File: config.mk
export PLATFORM = sky130hd
export DESIGN_NAME = mul16_seq
export DESIGN_NICKNAME = d
export VERILOG_FILES = /design/src/rtl/mul16_seq.sv
export SDC_FILE = /design/constraint.sdc
export NUM_CORES = 1
export LEC_CHECK = 0
export CELL_PAD_IN_SITES_DETAIL_PLACEMENT = 1
export CELL_PAD_IN_SITES_GLOBAL_PLACEMENT = 1
export CORE_MARGIN = 5
export CORE_UTILIZATION = 45
export CTS_CLUSTER_DIAMETER = 60
export DETAILED_ROUTE_END_ITERATION = 10
export PLACE_DENSITY_LB_ADDON = 0.1
export SYNTH_ARGS = -nofsm -noshare
export SYNTH_HDL_FRONTEND = slang
export SYNTH_SLANG_ARGS = --single-unit
File: constraint.sdc
create_clock -name clock -period 4.74 [get_ports clock]
set_input_delay 0.474 -clock clock [delete_from_list [all_inputs] [get_ports clock]]
set_output_delay 0.474 -clock clock [all_outputs]
set_load 0.01 [all_outputs]
File: src/rtl/mul16_seq.sv
// Sequential shift-and-add multiplier: one shared adder, WIDTH accumulate steps per operation.
// Returns the low WIDTH product bits plus an unsigned overflow flag.
module mul16_seq #(
    parameter int unsigned WIDTH = 16
) (
    input  logic             clock,
    input  logic             reset_n,
    input  logic             start,
    input  logic [WIDTH-1:0] a,
    input  logic [WIDTH-1:0] b,
    output logic [WIDTH-1:0] out,
    output logic             ovf,
    output logic             busy,
    output logic             done
);

    localparam int unsigned ACC_W = 2 * WIDTH;
    localparam int unsigned CNT_W = $clog2(WIDTH + 1);

    typedef enum logic [1:0] {
        IDLE,
        RUN,
        DONE
    } state_t;

    state_t           state, state_d;
    logic [ACC_W-1:0] mcand, mcand_d;
    logic [WIDTH-1:0] mplier, mplier_d;
    logic [ACC_W-1:0] acc, acc_d;
    logic [CNT_W-1:0] cnt, cnt_d;
    logic [WIDTH-1:0] out_d;
    logic             ovf_d;
    logic             busy_d;
    logic             done_d;
    logic [ACC_W-1:0] acc_sum;

    // Shared adder: full-width partial-product accumulate
    assign acc_sum = acc + (mplier[0] ? mcand : '0);

    // State and datapath registers
    always_ff @(posedge clock or negedge reset_n) begin
        if (!reset_n) begin
            state  <= IDLE;
            mcand  <= '0;
            mplier <= '0;
            acc    <= '0;
            cnt    <= '0;
            out    <= '0;
            ovf    <= 1'b0;
            busy   <= 1'b0;
            done   <= 1'b0;
        end else begin
            state  <= state_d;
            mcand  <= mcand_d;
            mplier <= mplier_d;
            acc    <= acc_d;
            cnt    <= cnt_d;
            out    <= out_d;
            ovf    <= ovf_d;
            busy   <= busy_d;
            done   <= done_d;
        end
    end

    // Next-state and next-output logic; busy/done are registered so they track state
    always_comb begin
        state_d  = state;
        mcand_d  = mcand;
        mplier_d = mplier;
        acc_d    = acc;
        cnt_d    = cnt;
        out_d    = out;
        ovf_d    = ovf;
        busy_d   = 1'b0;
        done_d   = 1'b0;

        case (state)
            IDLE, DONE: begin
                if (start) begin
                    mcand_d  = ACC_W'(a);
                    mplier_d = b;
                    acc_d    = '0;
                    cnt_d    = '0;
                    busy_d   = 1'b1;
                    state_d  = RUN;
                end else begin
                    state_d  = IDLE;
                end
            end
            RUN: begin
                acc_d    = acc_sum;
                mcand_d  = mcand << 1;
                mplier_d = mplier >> 1;
                cnt_d    = cnt + CNT_W'(1);
                busy_d   = 1'b1;
                // Fixed latency: finish on the WIDTH-th step regardless of operands
                if (cnt == CNT_W'(WIDTH - 1)) begin
                    out_d   = acc_sum[WIDTH-1:0];
                    ovf_d   = |acc_sum[ACC_W-1:WIDTH];
                    busy_d  = 1'b0;
                    done_d  = 1'b1;
                    state_d = DONE;
                end
            end
            default: begin
                state_d = IDLE;
            end
        endcase
    end

endmodule

==> run metrics <==
ys flop type dfrtp_1; endpoints failing hold 0; max cap viols 0; IO Port Bufs 53; vias 4610; area leader, netlist dfrtp_1; Post-synth ARST share 100.0%; grt ovf 0; final setup vio count 0; Post-CTS Setup Repair Bufs 0; DRC 0; Finished Cell Area 0.006750 mm^2; pre-CTS WS 0.4390 ns; Critical Path Source Type flop; R2R Setup Slk 0.39 ns; cell family with most CP delay compound AO/OA/AOI/OAI gates; area of the multi-input gates 0.002969 mm^2; antenna violations before repair 0; Post-synth EDFFs 0; starting density of the core 45.66%; total negative slack 0 ns; Post-CTS Hold Fix Bufs 0; CTS Sinks 106; syn avg cell area 9.761 um^2; Synth warnings 0; maximum fanout along the worst path 14; initial drt markers 249; post-layout minimum cycle time 4.353 ns; outcome finished, final reports clean; crit-path cells and2_1, ha_1, fa_1, a21o_1, a311o_2, o2111ai_1, o21ai_1, a21oi_1, xnor2_1, or4_1, or4b_1, a2111oi_1, a2bb2oi_1; share of cells above drive strength 1 6.309%; Die Wd 122.9 um; Final Max Slew Viols 0; Placed Area 0.006444 mm^2; pwr/cell area 729.4 mW/mm^2; Critical-path top delay cell dfrtp_1; Max VDD drop 0.2976 mV; commonest non-fill, non-tap cell in the layout nand2_1; wire length per cell 18.95 um; number of global-route vias before repair 5014; M2 GR Usage 37.03%; ANT nets after route 0; # rows 41; H-tree Lvls 3; TritonCTS clock tree done; HP Class in -> async; die area 0.01511 mm^2; Critical Path AT 4.58 ns; GR peak layer met2; largest net degree at the start of global routing 82; Num CTS Buffers 9; Sequential cell area 0.002653 mm^2; Bufs on Longest Clock Path 2; post-synthesis sequential area ratio 46.22%; crit share post-route 91.84%; Worst-Margin Slew 0.9845 ns; Rel. slew slack 34.36%; unique cell type count in the Yosys netlist 53; unrepaired setup endpoints after global routing false; FILL cells 1415; worst path bufs/invs 0; Worst Slack Setup Final 0.3869 ns; largest cells by area after synthesis dfrtp_1, nand2_1, a22o_1; Synthesized Nets 657; core footprint 0.01257 mm^2; top-area cell type share of the netlist area 46.22%; met3 usage 4.529%; CTS resizes 0; Layout Area Growth over Synthesis 17.61%; # nets final 699; slowest stage delay, CP 0.52 ns; first-pass GRT wire length 25.69 mm; I/O pin total 54; most frequent cells in the layout nand2_1, dfrtp_1, clkdlybuf4s50_1; GRT met1 Usage 28.13%; Pleak 3.211 nW; vias per std cell 5.720; Clk Latency, worst-skew pair 0.37 ns; Data required, critical path 4.97 ns; Post-DP HPWL 10.87 mm; Worst Skew 0.01424 ns; Worst setup EP type flop; Post-Syn Area 0.005739 mm^2; Pwr Total 0.004924 W; ant diodes 0; die span in y 122.9 um; WS Path Type reg -> reg; DRT Wirelength 15.27 mm; gpl congestion 0.8649; clock-pin slew on the worst setup and hold paths 0.07 ns; Highest Clock Rate 0.2297 GHz; Seq cells post-synth 106; Total GRT Usage 21.69%; Syn Inst Count 588; DR pass1 iterations 5; CTS root buf clkbuf_16
-- kinds of logic after synthesis --
family / count (synthesis) / synth area share (%)
AO/OA/AOI/OAI: 182 / 22.76
XOR/XNOR: 27 / 4.120
adder cells (fa/ha/maj): 34 / 7.543
buffers and inverters: 36 / 2.354
flip-flops: 106 / 46.22
multiplexers: 6 / 1.155
AND/OR/NAND/NOR: 197 / 15.85
-- sequential cells by signal (all words and copies together) (netlist names) --
register,cells
mcand,32
cnt,5
state,2
acc,32
out,16
busy,1
mplier,16
ovf,1
done,1
-- through the flow --
stage	hold WS (ns)	util, %	std cells
6_report	0.2866	53.71	806
5_1_grt	0.3862	53.71	806
4_1_cts	0.3268	53.71	806
3_5_place_dp	0.4640	51.27	791
3_3_place_gp	0.4569	51.27	791
2_1_floorplan	0.1784	-	588
-- Yosys cell counts (7+ instances only) --
cell,count
a21o_1,9
a21oi_1,35
a22o_1,49
a22oi_1,30
and2_1,35
buf_1,8
clkbuf_1,21
dfrtp_1,106
ha_1,33
nand2_1,121
nand4_1,7
nor2_1,12
o21ai_0,26
xnor2_1,17
xor2_1,10
-- report_power, final --
part           switching, W  internal [W]  leakage [nW]
clock network      0.000369      0.000431         0.152
logic               0.00141       0.00110          1.73
registers          0.000287       0.00132          1.33
total               0.00207       0.00286          3.21
-- worst reg2reg max path, delay by kind of cell (launching register included) --
| family | cells | cell delay [ns] |
|---|---|---|
| fa+ha+maj | 2 | 0.61 |
| flops | 1 | 0.52 |
| xor+xnor | 1 | 0.14 |
| simple gates | 3 | 1.21 |
| compound gates | 7 | 1.75 |
-- cell type report --
type,count,area share [%]
clock inverter,5,1.001
sequential,106,39.30
timing repair buffer,60,8.601
clock buffer,10,3.540
multi-input combinational,446,43.99
inverter,7,0.3892
tap,172,3.188
-- routing by layer --
metal	up-vias	wire, um
met5	-	0
met4	0	215
met3	18	610
met2	85	7640
met1	2309	6803
li1	2198	-
-- final timing paths --
path	to	cells past startpoint	start
max in group asynchronous	mplier[10]	2	reset_n
hold reg to reg	out[13]	2	out[13]
min in group clock	out[13]	2	out[13]
hold / removal	out[15]	1	reset_n
setup / recovery	ovf	13	mplier[0]
setup reg to reg	ovf	13	mplier[0]
No activity file was read; power rests on OpenSTA's default activity.
